[src/rtl/vga_timing_pkg.sv]
// rtl/vga_timing_pkg.sv - shared types and constants for the VGA timing controller
//
// Holds the per-axis FSM state encoding (used by both the horizontal and the
// vertical axis), the in-state counter width and the colour-bar table used
// by the optional test pattern (VGA_TIMING_CTRL_TEST_PATTERN_EN).

package vga_timing_pkg;

  typedef enum logic [1:0] {
    ACTIVE = 2'd0,
    FRONT  = 2'd1,
    SYNC   = 2'd2,
    BACK   = 2'd3
  } axis_state_t;

  localparam int CNT_W = 11;

  // Entry 0 is the leftmost bar: white, yellow, cyan, green, magenta, red, blue, black.
  localparam logic [7:0][11:0] BAR_COLOURS = {
    12'h000, 12'h00F, 12'hF00, 12'hF0F,
    12'h0F0, 12'h0FF, 12'hFF0, 12'hFFF
  };

endpackage

[src/rtl/vga_axis_fsm.sv]
// rtl/vga_axis_fsm.sv - one timing axis: ACTIVE/FRONT/SYNC/BACK state plus in-state counter
//
// Ports:
//   clk        clock
//   clear      synchronous clear to ACTIVE with counter 0 (reset or idle)
//   step       advance one position
//   active_len, front_len, sync_len, back_len  period of each state
//   state      current state (axis_state_t encoding)
//   cnt        position within the current state, 0..N-1
//   wrap       high on the step that leaves the last BACK position

module vga_axis_fsm
  import vga_timing_pkg::*;
(
  input  logic             clk,
  input  logic             clear,
  input  logic             step,
  input  logic [CNT_W-1:0] active_len,
  input  logic [CNT_W-1:0] front_len,
  input  logic [CNT_W-1:0] sync_len,
  input  logic [CNT_W-1:0] back_len,
  output logic [1:0]       state,
  output logic [CNT_W-1:0] cnt,
  output logic             wrap
);

  axis_state_t      state_q, state_d;
  logic [CNT_W-1:0] cnt_q, cnt_d;
  logic [CNT_W-1:0] len;

  always_ff @(posedge clk) begin
    if (clear) begin
      state_q <= ACTIVE;
      cnt_q   <= '0;
    end else begin
      state_q <= state_d;
      cnt_q   <= cnt_d;
    end
  end

  always_comb begin
    state_d = state_q;
    cnt_d   = cnt_q;
    wrap    = 1'b0;
    case (state_q)
      ACTIVE:  len = active_len;
      FRONT:   len = front_len;
      SYNC:    len = sync_len;
      BACK:    len = back_len;
      default: len = active_len;
    endcase
    if (step) begin
      if (cnt_q == len - CNT_W'(1)) begin
        cnt_d = '0;
        case (state_q)
          ACTIVE:  state_d = FRONT;
          FRONT:   state_d = SYNC;
          SYNC:    state_d = BACK;
          BACK:    state_d = ACTIVE;
          default: state_d = ACTIVE;
        endcase
        wrap = (state_q == BACK);
      end else begin
        cnt_d = cnt_q + CNT_W'(1);
      end
    end
  end

  assign state = state_q;
  assign cnt   = cnt_q;

endmodule

[src/rtl/vga_timing_ctrl.sv]
// rtl/vga_timing_ctrl.sv - VGA timing controller driving RGB/HSYNC/VSYNC pads from a pixel stream
//
// Optional feature macro: VGA_TIMING_CTRL_TEST_PATTERN_EN (adds test_pat_i, colour bars).
//
// Ports:
//   clk_sys_i      system clock
//   rst_sys_i      synchronous active-high reset
//   en_i           run enable; low holds the controller idle
//   test_pat_i     (macro only) replace the stream with 8 vertical colour bars
//   pix_en_i       pixel-rate strobe, one clock per pixel
//   pix_valid_i    upstream pixel available
//   pix_data_i     upstream pixel {R,G,B} 4 bits each
//   pix_ready_o    pixel consumed this cycle (combinational)
//   rgb_o          registered pixel to pads
//   hsync_o        registered horizontal sync
//   vsync_o        registered vertical sync
//   frame_start_o  one-cycle pulse after pixel (0,0)
//   underflow_o    sticky: an active pixel found no valid data

module vga_timing_ctrl
  import vga_timing_pkg::*;
#(
  parameter int   HActive = 640,
  parameter int   HFront  = 16,
  parameter int   HSync   = 96,
  parameter int   HBack   = 48,
  parameter int   VActive = 480,
  parameter int   VFront  = 10,
  parameter int   VSync   = 2,
  parameter int   VBack   = 33,
  parameter logic SyncPol = 1'b0
) (
  input  logic        clk_sys_i,
  input  logic        rst_sys_i,
  input  logic        en_i,
`ifdef VGA_TIMING_CTRL_TEST_PATTERN_EN
  input  logic        test_pat_i,
`endif
  input  logic        pix_en_i,
  input  logic        pix_valid_i,
  input  logic [11:0] pix_data_i,
  output logic        pix_ready_o,
  output logic [11:0] rgb_o,
  output logic        hsync_o,
  output logic        vsync_o,
  output logic        frame_start_o,
  output logic        underflow_o
);

  logic             idle;
  logic [1:0]       h_state, v_state;
  logic [CNT_W-1:0] h_cnt, v_cnt;
  logic             h_wrap, v_wrap;
  logic             active;
  logic             stream_act;
  logic [11:0]      pix_rgb;
  logic             underflow_now;

  // Reset and disable share one path so both land on identical idle values.
  assign idle = rst_sys_i || !en_i;

  vga_axis_fsm u_h_axis (
    .clk        (clk_sys_i),
    .clear      (idle),
    .step       (pix_en_i),
    .active_len (CNT_W'(HActive)),
    .front_len  (CNT_W'(HFront)),
    .sync_len   (CNT_W'(HSync)),
    .back_len   (CNT_W'(HBack)),
    .state      (h_state),
    .cnt        (h_cnt),
    .wrap       (h_wrap)
  );

  // Vertical axis steps once per line, on the strobe of the last H_BACK pixel.
  vga_axis_fsm u_v_axis (
    .clk        (clk_sys_i),
    .clear      (idle),
    .step       (h_wrap),
    .active_len (CNT_W'(VActive)),
    .front_len  (CNT_W'(VFront)),
    .sync_len   (CNT_W'(VSync)),
    .back_len   (CNT_W'(VBack)),
    .state      (v_state),
    .cnt        (v_cnt),
    .wrap       (v_wrap)
  );

  // End of frame is implied by the counters returning to (0,0); the pads need no separate marker.
  logic unused_v_wrap;
  assign unused_v_wrap = v_wrap;

  assign active = (h_state == ACTIVE) && (v_state == ACTIVE);

`ifdef VGA_TIMING_CTRL_TEST_PATTERN_EN
  logic [2:0] bar_idx;
  assign bar_idx    = 3'((32'(h_cnt) * 8) / HActive);
  assign stream_act = active && !test_pat_i;
`else
  assign stream_act = active;
`endif

  assign pix_ready_o = !idle && pix_en_i && stream_act;

  always_comb begin
    pix_rgb       = 12'h000;
    underflow_now = 1'b0;
    if (active) begin
`ifdef VGA_TIMING_CTRL_TEST_PATTERN_EN
      if (test_pat_i) begin
        pix_rgb = BAR_COLOURS[bar_idx];
      end else if (pix_valid_i) begin
        pix_rgb = pix_data_i;
      end else begin
        underflow_now = 1'b1;
      end
`else
      if (pix_valid_i) begin
        pix_rgb = pix_data_i;
      end else begin
        underflow_now = 1'b1;
      end
`endif
    end
  end

  always_ff @(posedge clk_sys_i) begin
    if (idle) begin
      rgb_o         <= 12'h000;
      hsync_o       <= ~SyncPol;
      vsync_o       <= ~SyncPol;
      frame_start_o <= 1'b0;
      underflow_o   <= 1'b0;
    end else begin
      frame_start_o <= pix_en_i && active && (h_cnt == '0) && (v_cnt == '0);
      if (pix_en_i) begin
        rgb_o   <= pix_rgb;
        hsync_o <= (h_state == SYNC) ? SyncPol : ~SyncPol;
        vsync_o <= (v_state == SYNC) ? SyncPol : ~SyncPol;
        if (underflow_now) begin
          underflow_o <= 1'b1;
        end
      end
    end
  end

endmodule
[config.mk]
export PLATFORM = sky130hd
export DESIGN_NAME = vga_timing_ctrl
export DESIGN_NICKNAME = d
export VERILOG_FILES = /design/src/rtl/vga_timing_pkg.sv /design/src/rtl/vga_axis_fsm.sv /design/src/rtl/vga_timing_ctrl.sv
export SDC_FILE = /design/constraint.sdc
export NUM_CORES = 1
export LEC_CHECK = 0
export ABC_CLOCK_PERIOD_IN_PS = 7600
export CORE_MARGIN = 8
export CORE_UTILIZATION = 35
export DETAILED_ROUTE_END_ITERATION = 10
export HOLD_SLACK_MARGIN = 0.08
export PLACE_DENSITY = 0.53
export SLEW_MARGIN = 20
export SYNTH_ARGS = -nofsm -noshare
export SYNTH_HDL_FRONTEND = slang
export SYNTH_HIERARCHICAL = 1
export SYNTH_SLANG_ARGS = --single-unit
[constraint.sdc]
create_clock -name clk_sys_i -period 7.6 [get_ports clk_sys_i]
set_input_delay 1.52 -clock clk_sys_i [delete_from_list [all_inputs] [get_ports clk_sys_i]]
set_output_delay 1.52 -clock clk_sys_i [all_outputs]
set_load 0.005 [all_outputs]
# Yosys cells after proc, flatten, opt, wreduce, memory -nomap -nowiden
# Index checks and enable logic that the tools add are counted.
classes:
  n_addsub: 4
  n_reduce_logical: 16
  muxes: 14
  eq_ne: 8
op_table:
  columns: ["operator", "count"]
  rows:
  - ["11-bit case mux with 4 select lines", 2]
  - ["12-bit two-way mux", 2]
  - ["11-bit by 1-bit adder with 11-bit output (second input constant)", 2]
  - ["11-bit == test", 2]
  - ["11-bit zero test", 2]
  - ["11-bit two-way mux", 2]
  - ["11-bit by 1-bit subtractor with 11-bit output (second input constant)", 2]
  - ["2-bit case mux with 4 select lines", 2]
  - ["2-bit == test (second input constant)", 4]
  - ["1-bit logical AND", 6]
  - ["1-bit two-way mux", 6]
  - ["2-bit AND reduction", 3]
  - ["2-bit by 1-bit == test with 1-bit output (second input constant)", 2]
  - ["2-bit zero test", 2]
  - ["1-bit zero test", 2]
  - ["1-bit logical OR", 1]
word_totals:
  in_bits: 17
  word_cells: 51
  out_inout_bits: 17
  register_bits: 42

# Longest topological paths before layout
# Gate-level depths: netlist (run 1).
depth:
  ltp_word: 7
  ltp_mapped: 19
  ltp_nobuf: 18

# Cells and area by module
# The synthesis (run 1) kept the hierarchy.
modules_own_cells:
  columns: ["mod", "n_inst", "area_per_inst_um2", "cells_per_inst"]
  rows:
  - ["vga_axis_fsm", 2, 1398.8, 167]
  - ["vga_timing_ctrl", 1, 611.8, 56]

# Worst setup path after synthesis (run 1)
# OpenSTA, ideal clock, no wires.
synth_path:
  path_kind: "register to register"
  from: "register u_h_axis.state_q[0] (netlist: u_h_axis/state[0])"
  to: "register u_v_axis.cnt_q[10] (netlist: u_v_axis/cnt[10])"
  stages_incl_launch_ff: 20
  n_path_buf: 1
  arrival_time_ns: 3.937
  slack_ns: 3.532
  setup_time_ns: 0.131
  path_cell_list: "dfxtp_1 > inv_1 > ha_1 > inv_2 > buf_2 > a21oi_1 > inv_1 > ha_1 > inv_1 > nor4_4 > nand2_1 > nor4_4 > o22ai_2 > nor4_1 > and3_1 > and3_1 > and3_1 > nand4_1 > xor2_1 > nor2_1"
synth_between:
  elab_chain_cells: 6
synth_rtl:
  columns: ["item", "line", "rtl"]
  rows:
  - ["from (decl)", "vga_axis_fsm.sv:27", "axis_state_t state_q, state_d;"]
  - ["from (signal assigned)", "vga_axis_fsm.sv:36", "state_q <= state_d;"]
  - ["2-bit == test (tied with other cells)", "vga_axis_fsm.sv:45, vga_axis_fsm.sv:62", null]
  - ["11-bit case mux with 4 select lines", "vga_axis_fsm.sv:45", "case (state_q)"]
  - ["11-bit by 1-bit subtractor with 11-bit output", "vga_axis_fsm.sv:53", "if (cnt_q == len - CNT_W'(1)) begin"]
  - ["11-bit == test", "vga_axis_fsm.sv:53", null]
  - ["1-bit two-way mux *", "vga_axis_fsm.sv:53", null]
  - ["1-bit two-way mux *", "vga_axis_fsm.sv:52", "if (step) begin"]
  - ["via h_wrap", "vga_timing_ctrl.sv:53", "logic h_wrap, v_wrap;"]
  - ["to (signal assigned)", "vga_axis_fsm.sv:37", "cnt_q <= cnt_d;"]
  - ["to (decl)", "vga_axis_fsm.sv:28", "logic [CNT_W-1:0] cnt_q, cnt_d;"]
# Mark *: on every way through the listed nets, which the timed path passes. The rest lies on a longest branch. The select of a mux whose other input is x is not followed.
# A chain may end at the register's enable or synchronous reset.

# Final worst setup path (run 1)
layout_path:
  from: "input port pix_en_i"
  to: "output port pix_ready_o"
layout_between:
  elab_chain_cells: 2
layout_rtl:
  columns: ["item", "line", "rtl"]
  rows:
  - ["from (decl)", "vga_timing_ctrl.sv:39", "input logic pix_en_i,"]
  - ["1-bit logical AND (2 in series)", "vga_timing_ctrl.sv:103", "assign pix_ready_o = !idle && pix_en_i && stream_act;"]
  - ["to (decl)", "vga_timing_ctrl.sv:42", "output logic pix_ready_o,"]
# Every way passes these cells.

==> tab_implementation.tex, run 1 <==
\begin{tabular}{lr}
\hline
Metric & Value \\
\hline
\multicolumn{2}{l}{\textbf{Critical path}} \\
\quad WP buf/inv & 3 \\
\quad Reg-to-reg critical path endpoint & u\_v\_axis/cnt[9]\$\_SDFFE\_PP0P\_ \\
\quad Setup CP Type & in2out \\
\quad Kind of cell adding the most delay to the critical path & buffers and inverters \\
\quad Cell occurring most often along the worst timing path & clkdlybuf4s50\_1 \\
\quad Register-to-Register Setup Slack & 3080 ps \\
\quad Critical-path top delay cell & clkdlybuf4s50\_1 \\
\quad Endpoint arrival time on the critical path & 3480 ps \\
\quad Cells along the critical path & clkdlybuf4s50\_1 > nand4bb\_2 > or4\_4 > inv\_1 > clkdlybuf4s50\_1 \\
\quad Critical path required time & 6080 ps \\
\quad Endpoint kind of the worst setup timing path & output port \\
\quad Worst R2R Path Depth & 19 \\
\quad Peak per-stage delay on the critical path & 720 ps \\
\quad Reg2reg start & u\_h\_axis/state[0]\$\_SDFFE\_PP0P\_ \\
\quad Crit start category & primary input \\
\quad Critical-path maximum fanout & 11 \\
\multicolumn{2}{l}{\textbf{Synthesis}} \\
\quad Synthesis warning total & 6 \\
\quad Summed instance area of the synthesized netlist & 3400 µm² \\
\quad Post-Syn Area per Cell & 8.762 µm² \\
\quad Synthesized instance count & 388 \\
\multicolumn{2}{l}{\textbf{Global route}} \\
\quad Initial antenna violation count & 0 \\
\quad Overall routing resource usage & 0.1248 \\
\quad Largest net degree at the start of global routing & 17 \\
\quad Wire length of the first global-routing pass & 13.58 mm \\
\quad Remaining global-route overflow & 0 \\
\quad Number of global-route vias before repair & 2815 \\
\multicolumn{2}{l}{\textbf{Timing}} \\
\quad Period utilization & 0.6574 \\
\quad Max-slew violations & 0 \\
\quad Total setup violations reported at the end of the flow & 0 \\
\quad Final critical-path required period & 4996 ps \\
\quad Sum of negative setup slack & 0 ps \\
\quad Worst slew margin & 0.3433 \\
\quad Hold violation count in the final report & 0 \\
\quad Clock Skew & 7.846 ps \\
\quad Final worst setup slack & 2604 ps \\
\quad Worst-Margin Slew & 981.4 ps \\
\quad RSZ-0062 raised after global routing & false \\
\quad Achievable frequency & 200.1 MHz \\
\quad Final worst hold slack & 466.6 ps \\
\multicolumn{2}{l}{\textbf{Die}} \\
\quad Total die area & 13120 µm² \\
\quad Floorplan Core Area & 9594 µm² \\
\quad Initial core utilization & 0.3543 \\
\quad Chip Height & 114.6 µm \\
\quad I/O pin total & 34 \\
\quad X dimension of the die & 114.6 µm \\
\quad Standard-cell rows & 36 \\
\multicolumn{2}{l}{\textbf{Routing}} \\
\quad Post-route DRC violation count & 0 \\
\quad Routed vias/inst & 4.758 \\
\quad Final antenna-violating net count & 0 \\
\quad Number of vias in the routed layout & 3031 \\
\quad Wire length after detailed routing & 7.994 mm \\
\quad DRT Pass-1 Iters & 4 \\
\quad Wirelength per Cell & 12.55 µm \\
\quad Initial DRC count & 177 \\
\multicolumn{2}{l}{\textbf{Clocking}} \\
\quad TritonCTS buffer count & 5 \\
\quad Clock input transition at the sequential cells of the worst setup and hold paths & 80 ps \\
\quad Number of H-tree branching levels & 2 \\
\quad Clock Tree Root & clkbuf\_8 \\
\quad Count of clock tree sinks & 42 \\
\quad CTS Buffer Depth & 2 \\
\quad TritonCTS clock tree & built \\
\quad Number of hold buffers added after CTS & 0 \\
\quad Resize count post-CTS & 0 \\
\quad Clock latency of the later-clocked register in the worst-skew pair & 300 ps \\
\quad Post-CTS Repair Setup Buffers & 0 \\
\multicolumn{2}{l}{\textbf{Cells and area}} \\
\quad Ratio of cells with drive above 1 in the final layout & 0.09722 \\
\quad Total area of multi-input combinational cells & 2705 µm² \\
\quad NumNets Final & 532 \\
\quad Diode insertion count for antenna repair & 0 \\
\quad FF+latch area & 840.8 µm² \\
\quad Post-layout util & 0.4409 \\
\quad Number of fill cells in the layout & 973 \\
\quad Syn-to-layout area delta & 24.44\% \\
\multicolumn{2}{l}{\textbf{Pwr}} \\
\quad P per Cell Area & 104.8 nW/µm² \\
\quad Static leakage power & 1.641 nW \\
\quad Worst supply voltage drop on vdd & 0.06501 mV \\
\multicolumn{2}{l}{\textbf{Placed design}} \\
\quad Final estimated routing congestion in global placement & 0.7795 \\
\quad Pre-CTS setup slack & 2592 ps \\
\quad Total half-perimeter wirelength after legalization and detailed placement & 6.237 mm \\
\quad Number of port buffers & 33 \\
\multicolumn{2}{l}{\textbf{Worst hold path}} \\
\quad Hold path startpoint & underflow\_o\$\_SDFFE\_PP0P\_ \\
\quad Hold crit path type & reg2reg \\
\quad Hold EP & underflow\_o\$\_SDFFE\_PP0P\_ \\
\quad Cell depth of the worst hold path & 2 \\
\multicolumn{2}{l}{\textbf{Status}} \\
\quad Status & finished clean \\
\multicolumn{2}{l}{\textbf{Flow run}} \\
\quad \# Max-Cap Violations & 0 \\
\hline
\end{tabular}
## registers in the layout, summed over array words and instances (netlist names)
signal,flops
underflow_o,1
hsync_o,1
vsync_o,1
u_h_axis/state,2
u_v_axis/state,2
u_h_axis/cnt,11
rgb_o,12
frame_start_o,1
u_v_axis/cnt,11
## per-layer routing
| metal | GRT usage | vias up | wire length [µm] |
|---|---|---|---|
| met1 | 0.1688 | 1389 | 4108 |
| met2 | 0.1944 | 45 | 3450 |
| met4 | 0.02396 | 0 | 50 |
| met3 | 0.03217 | 4 | 385 |
| met5 | 0 | - | 0 |
| li1 | - | 1593 | - |
## metrics by stage
step	cells	area [µm²]	power [mW]
floorplan	478	3737	0.2793
global placement	629	4140	0.2997
detailed placement	629	4140	0.3004
CTS	637	4230	0.4487
global route	637	4230	0.4670
finish	637	4230	0.4433
## how the worst max path moves through the flow
stage | startpoint | endpoint | cells after the start
after global routing | pix_en_i | pix_ready_o | 5
after CTS | pix_en_i | pix_ready_o | 5
after global placement | pix_en_i | pix_ready_o | 5
final | pix_en_i | pix_ready_o | 5
after detailed placement | pix_en_i | pix_ready_o | 5
after floorplan | u_h_axis/state[0]$_SDFFE_PP0P_ | u_v_axis/cnt[10]$_SDFFE_PP0P_ | 19
## cells in the final DEF, fill, tap and decap left out, types with 4 or more instances in the layout
master / instances
nor2_1: 34
o211ai_1: 4
a21oi_1: 22
ha_1: 12
or4_1: 4
xor2_1: 20
clkbuf_8: 5
nand3_1: 12
xnor2_1: 18
a222oi_1: 12
nand4_1: 13
a22o_1: 12
a22oi_1: 10
nor4_4: 7
nand2b_1: 11
a2bb2oi_2: 8
inv_1: 22
and3_1: 8
a21oi_2: 4
o31ai_1: 4
nor2b_1: 10
dfxtp_1: 42
nand2_1: 27
conb_1: 92
clkdlybuf4s50_1: 33
nor4_1: 6
## layout make-up
type | count | share of cell area
Clock buffer | 5 | 0.01627
Clock inverter | 3 | 0.005028
Inverter | 24 | 0.02130
Multi-Input combinational cell | 396 | 0.6395
Sequential cell | 42 | 0.1988
Tap cell | 133 | 0.03934
Timing Repair Buffer | 34 | 0.07986
## tightest hold or removal path: stages, from the launching register on
cell	delay, ps
dfxtp_1	310
nand2_1	50
o21ai_1	60
## power breakdown
group | switching [mW] | internal, mW | leakage (nW)
combinational | 0.0405 | 0.0314 | 1.26
clock | 0.0829 | 0.0646 | 0.0441
sequential | 0.00185 | 0.222 | 0.339
total | 0.125 | 0.318 | 1.64
(Power assumes the default switching activity.)
==> run 2, diff against run 1 <==
- ABC_CLOCK_PERIOD_IN_PS: 7600 -> 4400
- PLACE_DENSITY: 0.53 -> 0.55
- clock period: 7.6 -> 4.4 ns (I/O delays scaled with it)
==> tab_implementation.tex, run 2 (same netlist as run 1, synthesis figures left out) <==
\begin{tabular}{lr}
\hline
Metric & Value \\
\hline
\multicolumn{2}{l}{\textbf{Routing}} \\
\quad Wire length after detailed routing & 8.059 mm (was 7.994 mm) \\
\quad DRT Pass-1 Iters & 4 (unchanged) \\
\quad Post-route DRC violation count & 0 (unchanged) \\
\quad Initial DRC count & 235 (was 177) \\
\quad Number of vias in the routed layout & 3046 (was 3031) \\
\quad Final antenna-violating net count & 0 (unchanged) \\
\quad Wirelength per Cell & 12.55 µm (about the same) \\
\quad Routed vias/inst & 4.745 (was 4.758) \\
\multicolumn{2}{l}{\textbf{Critical path}} \\
\quad Endpoint arrival time on the critical path & 4190 ps (was 3480 ps) \\
\quad Endpoint kind of the worst setup timing path & flip-flop (was output port) \\
\quad Critical path required time & 4570 ps (was 6080 ps) \\
\quad Register-to-Register Setup Slack & 380 ps (was 3080 ps) \\
\quad Setup CP Type & reg2reg (was in2out) \\
\quad Critical-path maximum fanout & 7 (was 11) \\
\quad Crit start category & flip-flop (was primary input) \\
\multicolumn{2}{l}{\textbf{Clocking}} \\
\quad Resize count post-CTS & 0 (unchanged) \\
\quad Clock Tree Root & clkbuf\_8 (unchanged) \\
\quad Post-CTS Repair Setup Buffers & 0 (unchanged) \\
\quad CTS Buffer Depth & 2 (unchanged) \\
\quad Clock input transition at the sequential cells of the worst setup and hold paths & 90 ps (was 80 ps) \\
\quad Number of H-tree branching levels & 2 (unchanged) \\
\quad TritonCTS clock tree & built (unchanged) \\
\quad Number of hold buffers added after CTS & 0 (unchanged) \\
\quad Count of clock tree sinks & 42 (unchanged) \\
\quad TritonCTS buffer count & 5 (unchanged) \\
\quad Clock latency of the later-clocked register in the worst-skew pair & 300 ps (about the same) \\
\multicolumn{2}{l}{\textbf{Cells and area}} \\
\quad Number of standard cells in the final layout excluding fillers & 642 (was 637) \\
\quad NumNets Final & 537 (was 532) \\
\quad Flip-flop count of the largest register, all copies and words added & 12 (unchanged) \\
\quad Leading cell type in the layout, fill and taps excluded & conb\_1 (unchanged) \\
\quad Ratio of cells with drive above 1 in the final layout & 0.1061 (was 0.09722) \\
\quad Syn-to-layout area delta & 25.62\% (was 24.44\%) \\
\quad Register with the most flip-flops & rgb\_o (unchanged) \\
\quad Most frequent cells in the layout & conb\_1, dfxtp\_1, nor2\_1 (unchanged) \\
\quad Post-layout util & 0.4451 (was 0.4409) \\
\quad Final Cell Area & 4270 µm² (was 4230 µm²) \\
\quad Diode insertion count for antenna repair & 0 (unchanged) \\
\multicolumn{2}{l}{\textbf{Flow run}} \\
\quad \# Max-Cap Violations & 0 (unchanged) \\
\multicolumn{2}{l}{\textbf{Worst hold path}} \\
\quad Hold crit path type & reg2reg (unchanged) \\
\multicolumn{2}{l}{\textbf{Global route}} \\
\quad Number of global-route vias before repair & 2952 (was 2815) \\
\quad Wire length of the first global-routing pass & 14.10 mm (was 13.58 mm) \\
\quad Largest net degree at the start of global routing & 17 (unchanged) \\
\quad Remaining global-route overflow & 0 (unchanged) \\
\quad Overall routing resource usage & 0.1280 (was 0.1248) \\
\quad Initial antenna violation count & 0 (unchanged) \\
\multicolumn{2}{l}{\textbf{Placed design}} \\
\quad Final estimated routing congestion in global placement & 0.7845 (was 0.7795) \\
\quad Instance area at placement & 4178 µm² (was 4140 µm²) \\
\quad Number of port buffers & 33 (unchanged) \\
\quad Number of cells in the design after placement & 634 (was 629) \\
\quad Total half-perimeter wirelength after legalization and detailed placement & 6.276 mm (was 6.237 mm) \\
\multicolumn{2}{l}{\textbf{Timing}} \\
\quad Hold violation count in the final report & 0 (unchanged) \\
\quad Sum of negative setup slack & 0 ps (unchanged) \\
\quad RSZ-0062 raised after global routing & false (unchanged) \\
\quad Worst-Margin Slew & 864.2 ps (was 981.4 ps) \\
\quad Clock Skew & 14.66 ps (was 7.846 ps) \\
\quad Period utilization & 0.9131 \\
\quad Achievable frequency & 248.9 MHz \\
\quad Worst slew margin & 0.4217 (was 0.3433) \\
\quad Total setup violations reported at the end of the flow & 0 (unchanged) \\
\quad Max-slew violations & 0 (unchanged) \\
\quad Final critical-path required period & 4018 ps \\
\multicolumn{2}{l}{\textbf{Die}} \\
\quad Standard-cell rows & 36 (unchanged) \\
\quad I/O pin total & 34 (unchanged) \\
\quad Floorplan Core Area & 9594 µm² (unchanged) \\
\quad Initial core utilization & 0.3543 (unchanged) \\
\quad X dimension of the die & 114.6 µm (unchanged) \\
\quad Chip Height & 114.6 µm (unchanged) \\
\quad Total die area & 13120 µm² (unchanged) \\
\multicolumn{2}{l}{\textbf{Status}} \\
\quad Status & finished clean (unchanged) \\
\multicolumn{2}{l}{\textbf{Pwr}} \\
\quad Worst supply voltage drop on vdd & 0.1010 mV (was 0.06501 mV) \\
\quad P per Cell Area & 181.8 nW/µm² (was 104.8 nW/µm²) \\
\quad Static leakage power & 1.663 nW (was 1.641 nW) \\
\hline
\end{tabular}
## run 2: metal layers
layer / global-route usage / routed length (µm) / vias up
li1: - / - / 1608
met1: 0.1808 / 4245 / 1384
met2: 0.1886 / 3357 / 50
met3: 0.03112 / 398 / 4
met4: 0.03017 / 57 / 0
met5: 0 / 0 / -
## run 2: power breakdown
part	internal [mW]	switching [mW]
registers	0.383	0.00338
clock network	0.114	0.150
logic	0.0549	0.0710
total	0.552	0.224
## run 2: area by class of cell
type,count,area (µm²)
fill,977,5324
tap,133,166.4
clock inverter,3,23.77
sequential,42,840.8
timing repair buffer,39,375.4
multi-input combinational,396,2705
clock buffer,5,68.82
inverter,24,90.09
## run 2: worst paths after layout
kind	endpoint	depth (start not counted)	start
setup / recovery	u_v_axis/cnt[10]$_SDFFE_PP0P_	18	u_h_axis/state[0]$_SDFFE_PP0P_
setup reg to reg	u_v_axis/cnt[10]$_SDFFE_PP0P_	18	u_h_axis/state[0]$_SDFFE_PP0P_
hold reg to reg	underflow_o$_SDFFE_PP0P_	2	underflow_o$_SDFFE_PP0P_
hold / removal	underflow_o$_SDFFE_PP0P_	2	underflow_o$_SDFFE_PP0P_
## run 2: critical path, cell delays in order (launching register included)
cell and delay, ps:
dfxtp_1 500, inv_1 110, ha_1 270, nor2b_1 150, a21oi_1 350, inv_1 120, ha_1 210, inv_1 130
nor4_4 80, a221o_1 340, o211ai_1 100, o22ai_2 160, nor4_1 350, and3_1 260, and3_1 210, and3_1 220
nand4_1 120, xor2_1 160, nor2_1 50
## run 2: per-stage QoR
stage | power (mW) | hold WS (ps) | setup slack, ps
final | 0.7763 | 448.3 | 382.2
after global routing | 0.8183 | 474.8 | 10.82
after CTS | 0.7823 | 451.0 | 359.5
after detailed placement | 0.5199 | 437.8 | 408.1
after global placement | 0.5188 | 436.4 | 556.9
after floorplan | 0.4824 | 441.8 | 332.3
==> run 3, diff against run 2 <==
- CORE_ASPECT_RATIO: default -> 0.7
==> tab_implementation.tex, run 3 (same netlist as run 1, synthesis figures left out) <==
\begin{tabular}{lr}
\hline
Metric & Value \\
\hline
\multicolumn{2}{l}{\textbf{Timing}} \\
\quad Final worst hold slack & 465.7 ps (was 448.3 ps) \\
\quad Worst-Margin Slew & 797.0 ps (was 864.2 ps) \\
\quad RSZ-0062 raised after global routing & false (unchanged) \\
\quad Hold violation count in the final report & 0 (unchanged) \\
\quad Total setup violations reported at the end of the flow & 0 (unchanged) \\
\quad Final worst setup slack & 422.5 ps (was 382.2 ps) \\
\quad Max-slew violations & 0 (unchanged) \\
\quad Achievable frequency & 251.4 MHz (was 248.9 MHz) \\
\quad Period utilization & 0.9040 (was 0.9131) \\
\quad Final critical-path required period & 3977 ps (was 4018 ps) \\
\quad Clock Skew & 4.936 ps (was 14.66 ps) \\
\quad Worst slew margin & 0.4667 (was 0.4217) \\
\quad Sum of negative setup slack & 0 ps (unchanged) \\
\multicolumn{2}{l}{\textbf{Clocking}} \\
\quad Clock latency of the later-clocked register in the worst-skew pair & 290 ps (was 300 ps) \\
\quad Number of hold buffers added after CTS & 0 (unchanged) \\
\quad CTS Buffer Depth & 2 (unchanged) \\
\quad Number of H-tree branching levels & 2 (unchanged) \\
\quad Resize count post-CTS & 0 (unchanged) \\
\quad Post-CTS Repair Setup Buffers & 0 (unchanged) \\
\quad TritonCTS buffer count & 5 (unchanged) \\
\quad Clock Tree Root & clkbuf\_16 (was clkbuf\_8) \\
\quad Clock input transition at the sequential cells of the worst setup and hold paths & 60 ps (was 90 ps) \\
\quad TritonCTS clock tree & built (unchanged) \\
\quad Count of clock tree sinks & 42 (unchanged) \\
\multicolumn{2}{l}{\textbf{Placed design}} \\
\quad Number of port buffers & 33 (unchanged) \\
\quad Total half-perimeter wirelength after legalization and detailed placement & 6.984 mm (was 6.276 mm) \\
\quad Pre-CTS setup slack & 452.9 ps (was 408.1 ps) \\
\quad Final estimated routing congestion in global placement & 0.8128 (was 0.7845) \\
\multicolumn{2}{l}{\textbf{Global route}} \\
\quad Overall routing resource usage & 0.1384 (was 0.1280) \\
\quad Initial antenna violation count & 0 (unchanged) \\
\quad Wire length of the first global-routing pass & 14.75 mm (was 14.10 mm) \\
\quad Number of global-route vias before repair & 2894 (was 2952) \\
\quad Remaining global-route overflow & 0 (unchanged) \\
\quad Largest net degree at the start of global routing & 17 (unchanged) \\
\multicolumn{2}{l}{\textbf{Routing}} \\
\quad Number of vias in the routed layout & 3076 (was 3046) \\
\quad DRT Pass-1 Iters & 6 (was 4) \\
\quad Initial DRC count & 193 (was 235) \\
\quad Wire length after detailed routing & 8.694 mm (was 8.059 mm) \\
\quad Post-route DRC violation count & 0 (unchanged) \\
\quad Routed vias/inst & 4.814 (was 4.745) \\
\quad Wirelength per Cell & 13.61 µm (was 12.55 µm) \\
\quad Final antenna-violating net count & 0 (unchanged) \\
\multicolumn{2}{l}{\textbf{Cells and area}} \\
\quad Syn-to-layout area delta & 28.01\% (was 25.62\%) \\
\quad NumNets Final & 539 (was 537) \\
\quad Most frequent cells in the layout & conb\_1, dfxtp\_1, nor2\_1 (unchanged) \\
\quad Flip-flop count of the largest register, all copies and words added & 12 (unchanged) \\
\quad Register with the most flip-flops & rgb\_o (unchanged) \\
\quad Diode insertion count for antenna repair & 0 (unchanged) \\
\quad Leading cell type in the layout, fill and taps excluded & conb\_1 (unchanged) \\
\quad Ratio of cells with drive above 1 in the final layout & 0.1096 (was 0.1061) \\
\multicolumn{2}{l}{\textbf{Pwr}} \\
\quad Worst supply voltage drop on vdd & 0.1501 mV (was 0.1010 mV) \\
\quad P per Cell Area & 214.1 nW/µm² (was 181.8 nW/µm²) \\
\quad Total power after layout & 0.9316 mW (was 0.7763 mW) \\
\quad Static leakage power & 1.717 nW (was 1.663 nW) \\
\multicolumn{2}{l}{\textbf{Die}} \\
\quad Floorplan Core Area & 9572 µm² (was 9594 µm²) \\
\quad Chip Height & 98.46 µm (was 114.6 µm) \\
\quad Initial core utilization & 0.3552 (was 0.3543) \\
\quad Total die area & 13170 µm² (was 13120 µm²) \\
\quad Standard-cell rows & 30 (was 36) \\
\quad I/O pin total & 34 (unchanged) \\
\quad X dimension of the die & 133.8 µm (was 114.6 µm) \\
\multicolumn{2}{l}{\textbf{Critical path}} \\
\quad Endpoint arrival time on the critical path & 4140 ps (was 4190 ps) \\
\quad Cells along the critical path & inv\_1 > ha\_1 > inv\_2 > a21oi\_2 > inv\_1 > ha\_1 > inv\_1 > nor4\_4 > a221o\_1 > o211ai\_1 > o22ai\_2 > nor4\_1 > and3\_1 > and3\_1 > and3\_1 > nand4\_1 > xor2\_1 > nor2\_1 (was inv\_1 > ha\_1 > nor2b\_1 > a21oi\_1 > inv\_1 > ha\_1 > inv\_1 > nor4\_4 > a221o\_1 > o211ai\_1 > o22ai\_2 > nor4\_1 > and3\_1 > and3\_1 > and3\_1 > nand4\_1 > xor2\_1 > nor2\_1) \\
\quad Critical path required time & 4560 ps (was 4570 ps) \\
\quad Crit start category & flip-flop (unchanged) \\
\quad WP buf/inv & 4 (was 3) \\
\quad Peak per-stage delay on the critical path & 460 ps (was 500 ps) \\
\quad Setup CP Type & reg2reg (unchanged) \\
\quad Kind of cell adding the most delay to the critical path & simple AND/OR/NAND/NOR gates (unchanged) \\
\quad Critical-path maximum fanout & 16 (was 7) \\
\quad Critical-path top delay cell & ha\_1 (was dfxtp\_1) \\
\quad Endpoint kind of the worst setup timing path & flip-flop (unchanged) \\
\multicolumn{2}{l}{\textbf{Status}} \\
\quad Status & finished clean (unchanged) \\
\multicolumn{2}{l}{\textbf{Flow run}} \\
\quad \# Max-Cap Violations & 0 (unchanged) \\
\multicolumn{2}{l}{\textbf{Worst hold path}} \\
\quad Hold crit path type & reg2reg (unchanged) \\
\hline
\end{tabular}
## run 3: cell count changes in the layout (fill, tap and decap cells not counted), sizes merged
| cell | before | now |
|---|---|---|
| clkinvlp | 2 | 0 |
| inv | 25 | 24 |
| clkinv | 0 | 2 |
| buf | 6 | 8 |
| bufinv | 0 | 1 |
## run 3: cell type report
type / count / area (µm²)
fill: 984 / 5220
multi-input combinational: 396 / 2705
sequential: 42 / 840.8
timing repair buffer: 41 / 390.4
tap: 128 / 160.2
clock buffer: 5 / 125.1
inverter: 24 / 90.09
clock inverter: 3 / 40.04
## run 3: final timing paths
check | start | endpoint | slack, ps | cells after the start
worst min-delay path | underflow_o$_SDFFE_PP0P_ | underflow_o$_SDFFE_PP0P_ | 470 | 2
worst max-delay path | u_h_axis/state[0]$_SDFFE_PP0P_ | u_v_axis/cnt[10]$_SDFFE_PP0P_ | 420 | 18
worst max register to register | u_h_axis/state[0]$_SDFFE_PP0P_ | u_v_axis/cnt[10]$_SDFFE_PP0P_ | 420 | 18
worst min register to register | underflow_o$_SDFFE_PP0P_ | underflow_o$_SDFFE_PP0P_ | 470 | 2
## run 3: where the power goes
group / internal (mW) / leakage, nW / switching (mW)
clock: 0.265 / 0.0836 / 0.151
sequential: 0.384 / 0.339 / 0.00338
combinational: 0.0555 / 1.29 / 0.0722
total: 0.705 / 1.72 / 0.227
## run 3: layer usage
| layer | track usage | up-vias | wire (µm) | part of all wire |
|---|---|---|---|---|
| met5 | 0 | - | 0 | 0 |
| met4 | 0.01720 | 0 | 13 | 0.0015 |
| met3 | 0.06148 | 2 | 703 | 0.081 |
| met2 | 0.1691 | 70 | 3160 | 0.36 |
| met1 | 0.2128 | 1395 | 4816 | 0.55 |
| li1 | - | 1609 | - | - |
## run 3: per-stage QoR
stage	cells	area (µm²)	util
2_1_floorplan	478	3737	-
3_3_place_gp	631	4187	0.4374
3_5_place_dp	631	4187	0.4374
4_1_cts	639	4352	0.4546
5_1_grt	639	4352	0.4546
6_report	639	4352	0.4546
## run 3: worst min-delay path, cell delays in order (launching register included)
cell and delay [ps]:
dfxtp_1 320, nand2_1 50, o21ai_1 50
